==> src/rtl/seg7_mux_driver_if.sv <==
// rtl/seg7_mux_driver_if.sv - control, data and display signals of the seven-segment scanner
interface seg7_mux_driver_if #(
    parameter int NUM_DIGITS = 4
);
    logic                    enable;
    logic                    load;
    logic [4*NUM_DIGITS-1:0] value;
    logic [NUM_DIGITS-1:0]   dp_in;
    logic                    lz_blank;
    logic [0:6]              seg;
    logic                    dp;
    logic [NUM_DIGITS-1:0]   an;
    logic                    frame_done;

    modport master (
        output enable, load, value, dp_in, lz_blank,
        input  seg, dp, an, frame_done
    );

    modport slave (
        input  enable, load, value, dp_in, lz_blank,
        output seg, dp, an, frame_done
    );
endinterface

==> src/rtl/seg7_mux_driver.sv <==
// rtl/seg7_mux_driver.sv - multiplexed seven-segment driver with double-buffered digit codes
module seg7_mux_driver #(
    parameter int NUM_DIGITS    = 4,
    parameter int PRESCALE      = 50000,
    parameter int HEX_MODE      = 0,
    parameter int AN_ACTIVE_LOW = 1
) (
    input logic              clk,
    input logic              rst,
    seg7_mux_driver_if.slave bus
);
    localparam int CNT_W = $clog2(PRESCALE);
    localparam int IDX_W = (NUM_DIGITS > 1) ? $clog2(NUM_DIGITS) : 1;
    localparam logic [CNT_W-1:0] CNT_LAST = CNT_W'(PRESCALE - 1);
    localparam logic [IDX_W-1:0] IDX_LAST = IDX_W'(NUM_DIGITS - 1);
    localparam logic [0:6] SEG_BLANK = 7'b1111111;
    localparam logic [NUM_DIGITS-1:0] AN_OFF =
        (AN_ACTIVE_LOW != 0) ? {NUM_DIGITS{1'b1}} : {NUM_DIGITS{1'b0}};

    logic [CNT_W-1:0]        cnt;
    logic [IDX_W-1:0]        idx;
    logic                    tick;
    logic                    wrap;
    logic [4*NUM_DIGITS-1:0] pend_value;
    logic [NUM_DIGITS-1:0]   pend_dp;
    logic                    pend_valid;
    logic [4*NUM_DIGITS-1:0] act_value;
    logic [NUM_DIGITS-1:0]   act_dp;
    logic [3:0]              codes [NUM_DIGITS];
    logic [NUM_DIGITS-1:0]   lz_mask;
    logic [NUM_DIGITS-1:0]   an_sel;
    logic [0:6]              seg_q;
    logic                    dp_q;
    logic [NUM_DIGITS-1:0]   an_q;

    function automatic logic [0:6] decode(input logic [3:0] c);
        logic [0:6] s;
        case (c)
            4'h0: s = 7'b0000001;
            4'h1: s = 7'b1001111;
            4'h2: s = 7'b0010010;
            4'h3: s = 7'b0000110;
            4'h4: s = 7'b1001100;
            4'h5: s = 7'b0100100;
            4'h6: s = 7'b0100000;
            4'h7: s = 7'b0001111;
            4'h8: s = 7'b0000000;
            4'h9: s = 7'b0000100;
            4'hA: s = 7'b0001000;
            4'hB: s = 7'b1100000;
            4'hC: s = 7'b0110001;
            4'hD: s = 7'b1000010;
            4'hE: s = 7'b0110000;
            default: s = 7'b0111000;
        endcase
        if (c > 4'd9 && HEX_MODE == 0) s = SEG_BLANK;
        return s;
    endfunction

    always_comb begin
        tick = bus.enable && (cnt == CNT_LAST);
        wrap = tick && (idx == IDX_LAST);
    end

    // A digit is a leading zero while every digit above it (and itself) is zero.
    always_comb begin
        logic lead;
        lead = 1'b1;
        lz_mask = '0;
        for (int k = NUM_DIGITS - 1; k >= 0; k--) begin
            codes[k]   = act_value[4*k +: 4];
            lz_mask[k] = bus.lz_blank && lead && (codes[k] == 4'd0) && (k != 0);
            lead       = lead && (codes[k] == 4'd0);
        end
    end

    always_comb begin
        an_sel = '0;
        an_sel[idx] = 1'b1;
    end

    always_ff @(posedge clk) begin
        if (rst) begin
            cnt        <= '0;
            idx        <= '0;
            pend_value <= '0;
            pend_dp    <= '0;
            pend_valid <= 1'b0;
            act_value  <= '0;
            act_dp     <= '0;
            seg_q      <= SEG_BLANK;
            dp_q       <= 1'b1;
            an_q       <= AN_OFF;
        end else begin
            if (bus.enable) cnt <= (cnt == CNT_LAST) ? '0 : cnt + 1'b1;
            if (tick) idx <= wrap ? '0 : idx + 1'b1;

            if (bus.load) begin
                pend_value <= bus.value;
                pend_dp    <= bus.dp_in;
                pend_valid <= 1'b1;
            end

            // A load landing on the wrap bypasses the pending buffer.
            if (wrap) begin
                if (bus.load) begin
                    act_value <= bus.value;
                    act_dp    <= bus.dp_in;
                end else if (pend_valid) begin
                    act_value <= pend_value;
                    act_dp    <= pend_dp;
                end
                pend_valid <= 1'b0;
            end

            if (bus.enable) begin
                seg_q <= lz_mask[idx] ? SEG_BLANK : decode(codes[idx]);
                dp_q  <= ~act_dp[idx];
                an_q  <= (AN_ACTIVE_LOW != 0) ? ~an_sel : an_sel;
            end else begin
                seg_q <= SEG_BLANK;
                dp_q  <= 1'b1;
                an_q  <= AN_OFF;
            end
        end
    end

    assign bus.seg        = seg_q;
    assign bus.dp         = dp_q;
    assign bus.an         = an_q;
    assign bus.frame_done = wrap;
endmodule
==> src/flat_wrapper.sv <==
// flat-port wrapper written by rule: the top's interface ports become plain ports
module seg7_mux_driver_flat 
#(
    parameter int NUM_DIGITS    = 4,
    parameter int PRESCALE      = 50000,
    parameter int HEX_MODE      = 0,
    parameter int AN_ACTIVE_LOW = 1
)
  (clk, rst, bus_enable, bus_load, bus_value, bus_dp_in, bus_lz_blank, bus_seg, bus_dp, bus_an, bus_frame_done);
  seg7_mux_driver_if #(.NUM_DIGITS(NUM_DIGITS)) bus_i ();
  input logic clk;
  input logic rst;
  input wire logic [$bits(bus_i.enable)-1:0] bus_enable;
  input wire logic [$bits(bus_i.load)-1:0] bus_load;
  input wire logic [$bits(bus_i.value)-1:0] bus_value;
  input wire logic [$bits(bus_i.dp_in)-1:0] bus_dp_in;
  input wire logic [$bits(bus_i.lz_blank)-1:0] bus_lz_blank;
  output wire logic [$bits(bus_i.seg)-1:0] bus_seg;
  output wire logic [$bits(bus_i.dp)-1:0] bus_dp;
  output wire logic [$bits(bus_i.an)-1:0] bus_an;
  output wire logic [$bits(bus_i.frame_done)-1:0] bus_frame_done;
  assign bus_i.enable = bus_enable;
  assign bus_i.load = bus_load;
  assign bus_i.value = bus_value;
  assign bus_i.dp_in = bus_dp_in;
  assign bus_i.lz_blank = bus_lz_blank;
  assign bus_seg = bus_i.seg;
  assign bus_dp = bus_i.dp;
  assign bus_an = bus_i.an;
  assign bus_frame_done = bus_i.frame_done;
  seg7_mux_driver #(.NUM_DIGITS(NUM_DIGITS), .PRESCALE(PRESCALE), .HEX_MODE(HEX_MODE), .AN_ACTIVE_LOW(AN_ACTIVE_LOW)) u_core (.clk(clk), .rst(rst), .bus(bus_i));
endmodule
==> config.mk <==
export PLATFORM = sky130hd
export DESIGN_NAME = seg7_mux_driver_flat
export DESIGN_NICKNAME = d
export VERILOG_FILES = /design/src/rtl/seg7_mux_driver_if.sv /design/src/rtl/seg7_mux_driver.sv /design/src/flat_wrapper.sv
export SDC_FILE = /design/constraint.sdc
export NUM_CORES = 1
export LEC_CHECK = 0
export CORE_UTILIZATION = 54
export DETAILED_ROUTE_END_ITERATION = 7
export PLACE_DENSITY_LB_ADDON = 0.15
export SLEW_MARGIN = 20
export SYNTH_ARGS = -nofsm -noshare
export SYNTH_HDL_FRONTEND = slang
export SYNTH_SLANG_ARGS = --single-unit
==> constraint.sdc <==
create_clock -name clk -period 3 [get_ports clk]
set_input_delay 0.45 -clock clk [delete_from_list [all_inputs] [get_ports clk]]
set_output_delay 0.45 -clock clk [all_outputs]
set_load 0.02 [all_outputs]
# --- Word-level counts from Yosys, hierarchy flattened ---
# Memory sizes are Yosys's and may differ from the RTL's. A register that Yosys moved wholly into a read port is not among the register bits.
# Index checks and enable logic that the tools add are counted.
word_totals:
  register_bits: 64
  latchBits: 0
  ram_bits: 0
  romBits: 112
  in_bits: 25
  out_inout_bits: 13
  word_cells: 53
  mem_count: 1
mem_list:
  columns: ["name", "depth", "width", "read_ports", "rd_ports_with_merged_regs", "write_ports", "line", "rtl"]
  rows:
  - ["(name not given)", 16, 7, 1, 1, 0, "seg7_mux_driver.sv:38", "case (c)"]
classes:
  add_sub_neg: 2
  n_mul: 0
  div_mod_pow: 0
  order_cmp: 4
  n_eq_ne: 2
  shifts: 0
  n_mux: 15
  n_bitwise: 4
  reduce_logical: 16
ops:
  columns: ["cell", "count"]
  rows:
  - ["$mux W16", 3]
  - ["$add A16 B1 Y16 const B", 1]
  - ["$eq A16 B16 Y1 const B", 1]
  - ["$mux W4", 4]
  - ["$logic_not A4 Y1", 3]
  - ["$bmux W4 S2", 1]
  - ["$logic_and A1 B1 Y1", 8]
  - ["$bmux W1 S2", 2]
  - ["$gt A4 B4 Y1 const B", 1]
  - ["$not A4 Y4", 1]
  - ["$reduce_or A2 Y1", 2]
  - ["$reduce_or A4 Y1", 1]
  - ["$ge A3 B3 Y1 const B", 1]
  - ["$lt A2 B3 Y1 const B", 1]
  - ["$mux W1", 3]
  - ["$not A2 Y3", 1]
  - ["$add A2 B1 Y2 const B", 1]
  - ["$demux W1 S2", 1]
  - ["$eq A2 B2 Y1 const B", 1]
  - ["$ge A2 B1 Y1 const B", 1]
  - ["$mux W2", 1]
  - ["$not A1 Y1", 2]
  - ["$reduce_and A2 Y1", 1]
  - ["$reduce_bool A2 Y1", 1]

# --- Longest topological paths before layout ---
depth:
  ltp_word: 7
  depth_mapped: 9
  mapped_depth_nobuf: 7

# --- Worst setup path before layout ---
# OpenSTA, ideal clock, no wires.
synth_timing:
  path_kind: "reg-to-reg"
  start: "register u_core.idx[0]"
  end: "register u_core.seg_q (netlist bit u_core.bus.seg[3])"
  t_arrival_ps: 1926
  setup_slack_ps: 947
  stages_incl_launch_ff: 9
  period_less_slack_ps: 2053
  cell_sequence: "dfxtp_1 > buf_6 > mux4_2 > inv_1 > ha_1 > inv_1 > mux4_2 > clkinv_1 > nand3_1"
synth_via:
  elab_chain_len: 6
synth_rtl:
  columns: ["element", "line", "rtl"]
  rows:
  - ["start, declared", "seg7_mux_driver.sv:21", "logic [IDX_W-1:0] idx;"]
  - ["start signal, assigned", "seg7_mux_driver.sv:96", "if (tick) idx <= wrap ? '0 : idx + 1'b1;"]
  - ["$not A2 Y3 (not written as such)", "seg7_mux_driver.sv:117", "seg_q <= lz_mask[idx] ? SEG_BLANK : decode(codes[idx]);"]
  - ["$bmux W4 S2", "seg7_mux_driver.sv:117", null]
  - ["$mux W4 (not written as such) (2 in series)", "seg7_mux_driver.sv:117", null]
  - ["$gt A4 B4 Y1", "seg7_mux_driver.sv:56", "if (c > 4'd9 && HEX_MODE == 0) s = SEG_BLANK;"]
  - ["$reduce_or A4 Y1 (no line)", null, null]
  - ["end, declared", "seg7_mux_driver.sv:32", "logic [0:6] seg_q;"]
# Parallel ways exist; a longest one is shown, timed or not. The select of a mux whose other input is x is not followed.
# A chain may end at the register's enable or synchronous reset.

# --- Worst setup path in the final report ---
layout_timing:
  start: "register u_core.cnt[0]"
  end: "output bus_frame_done"
layout_via:
  elab_chain_len: 3
layout_rtl:
  columns: ["element", "line", "rtl"]
  rows:
  - ["start, declared", "seg7_mux_driver.sv:20", "logic [CNT_W-1:0] cnt;"]
  - ["start signal, assigned", "seg7_mux_driver.sv:95", "if (bus.enable) cnt <= (cnt == CNT_LAST) ? '0 : cnt + 1'b1;"]
  - ["$eq A16 B16 Y1", "seg7_mux_driver.sv:61", "tick = bus.enable && (cnt == CNT_LAST);"]
  - ["$logic_and A1 B1 Y1", "seg7_mux_driver.sv:61", null]
  - ["$logic_and A1 B1 Y1", "seg7_mux_driver.sv:62", "wrap = tick && (idx == IDX_LAST);"]
  - ["end, declared", "flat_wrapper.sv:21", "output wire logic [$bits(bus_i.frame_done)-1:0] bus_frame_done;"]
# No other way between the ends.

==> flow_summary.toml <==
[outcome]
status = "finished clean"

[timing]
rsz0062_at_grt = "false"
hold_viol_final = 0
period_needed_ns = 2.65
setup_tns_ns = 0
finClkSkew_ns = 0.0106
tightestPinTransition_ns = 0.588
setup_viol = 0
slew_headroom = 0.608
slew_viol_final = 0
fmax_mhz = 377
period_share = 0.883

[yosys]
synth_top_area_frac = 0.460
synth_largest_area_cell = "dfxtp_1"
synth_edf_count = 0
ys.flop_type = "dfxtp_1"
synthArstFlopShare = 0
synth_seq_cells = 71
synth_cell_types = 42
synth_nets = 351
synth_area_um2 = 3090
yosys_warnings = 0
synth.yosys.seq_area_share = 0.460
syn_inst = 315
synthTopCellsByArea = "dfxtp_1 (46%), mux2i_1 (8.4%), a311oi_1 (5.7%)"
synth_area_per_cell_um2 = 9.81

[power_and_ir_drop]
ir_worst_vdd_v = 0.000412
clockPowerShare = 0.487
power_frac_comb = 0.055
swShare = 0.195
switchingPower_mw = 0.415
p_per_area_nw_per_um2 = 567
p_seq_frac = 0.458
internal_power_mw = 1.71
p_leak_nw = 1.37
power.total_mw = 2.12

[worst_setup_path]
cp.arrival_ns = 2.20
worstReg2RegEnd = "u_core.bus.seg[5]"
crit_chain = "ha_1, and4_1, and4_1, and2_1, clkdlybuf4s50_1"
cp.required_ns = 2.55
crit_path_start_kind = "register"
r2r_slack_ns = 0.57
worstPathMaxFanout = 5
max_stage_delay_ns = 0.61
cp-end-kind = "output port"
path_common_cell = "and4_1"
cp_slowest_cell = "clkdlybuf4s50_1"
reg2reg_depth = 7
crit_type = "reg2out"
reg2reg_from = "u_core.idx[0]"

[grt]
grt_pass1_wl_mm = 10.1
met3_usage = 0.0376
grt_max_degree = 42
met1_usage = 0.275
use_met2 = 0.333
antenna_found_initial = 0
track_usage = 0.211
grt_pass1_vias = 2200
overflow = 0
top_usage_layer = "met2"

[placed_design]
hpwl_mm = 3.83
numPortBuffers = 37
dp_cells = 404
dpl_cell_area_um2 = 3470
gp_congestion = 0.811

[min_path]
hold_depth = 2
worstHoldStart = "u_core.cnt[15]"
hold_end = "u_core.cnt[15]"
holdCritPathClass = "reg2reg"

[route]
wire_per_inst_um = 13.7
drtIter0Drc = 126
viasPerCell = 5.59
drt_pass1_iterations = 4
vias = 2347
drt-total-wl_mm = 5.76
drc = 0
ant_nets = 0

[cts]
cts_sinks = 71
cts_setup_buffers = 0
numCtsBuffers = 9
cts_tree = "built"
clkLatencyLatePin_ns = 0.34
clockBufferDepth = 2
clkTransAtPathRegs_ns = 0.08
h-tree-depth = 3
cts_resized = 0
cts_hold_buf = 0
clock_tree.root_cell = "clkbuf_8"

[final_layout]
nNetsFinal = 379
instances_no_fill = 420
diodes = 0
final.fill_count = 456
area_delta_synth_final_pct = 21.2
final_cell_area_um2 = 3750
utilization = 0.680
drive_above_1_share = 0.0948

[floorplan]
die_x_um = 77.7
initial_core_util = 0.561
die_y_um = 77.7
io_pins = 38
dieArea_um2 = 6030
core_area_um2 = 5510
rows = 27

[run]
cap_violations = 0
==> through the flow <==
step                      worst slack (ns)  hold slack, ns
after global routing                 0.165           0.528
final                                0.350           0.489
after detailed placement             0.428           0.472
after global placement               0.440           0.467
after CTS                            0.319           0.487
after floorplan                      0.947           0.447
==> registers in the layout (all words and copies together), names as in the netlist <==
signal and count:
u_core.act_dp 4, u_core.act_value 16, u_core.bus.an 4, u_core.bus.dp 1
u_core.bus.seg 7, u_core.cnt 16, u_core.idx 2, u_core.pend_dp 4
u_core.pend_valid 1, u_core.pend_value 16
==> power groups by stage <==
stage	Combinational (mW)	Sequential [mW]	Clock, mW
floorplan	0.0583	1.00	0
global placement	0.116	0.995	0
detailed placement	0.117	0.996	0
CTS	0.118	0.974	1.06
global route	0.128	0.976	1.10
finish	0.116	0.974	1.03
==> cell type report <==
type	instances	area (µm²)	area share
sequential	71	1420	0.379
inverter	9	33.8	0.00902
clock inverter	5	128	0.0341
timing repair buffer	42	408	0.109
multi-input combinational	210	1510	0.404
clock buffer	11	151	0.0404
tap	72	90.1	0.0240
==> synth_stat cells, types with 6 or more instances <==
master    instances
dfxtp_1          71
nor2_1           33
a21oi_1          27
mux2i_1          26
a311oi_1         20
nand2_1          18
clkbuf_1         11
ha_1             11
inv_1             8
nand3_1           8
nand4_1           8
buf_2             7
xor2_1            7
mux4_2            6
==> worst max-delay path by stage <==
stage / startpoint / end / cells after the start
CTS: u_core.cnt[0] / bus_frame_done / 5
global route: u_core.cnt[0] / bus_frame_done / 5
detailed placement: bus_enable / bus_frame_done / 5
floorplan: u_core.idx[0] / u_core.bus.seg[3] / 8
finish: u_core.cnt[0] / bus_frame_done / 5
global placement: bus_enable / bus_frame_done / 5
==> cells by family after synthesis <==
group / synth area share
mux: 0.128
fa+ha+maj: 0.0445
flops: 0.460
xor+xnor: 0.0255
buf+inv: 0.0514
simple gates: 0.158
compound gates: 0.133
==> per-layer routing <==
metal	vias to the layer above	part of all wire
met1	1109	0.49
li1	1191	-
met5	-	0
met3	10	0.025
met4	0	0.019
met2	37	0.47
==> critical path: cells and delay by family (launching register included) <==
| family | cells | cell delay (ns) |
|---|---|---|
| buffers and inverters | 1 | 0.61 |
| and+or+nand+nor | 3 | 0.65 |
| adders and majority gates | 1 | 0.24 |
| DFF | 1 | 0.37 |
==> cells in the final DEF, fill, tap and decap left out, types with 11 or more instances in the layout <==
cell type / n
clkbuf_8: 11
clkdlybuf4s50_1: 37
nor2_1: 33
ha_1: 11
a21oi_1: 27
mux2i_1: 26
nand2_1: 18
a311oi_1: 20
dfxtp_1: 71
Note: power is estimated with default switching activity, not from simulation.
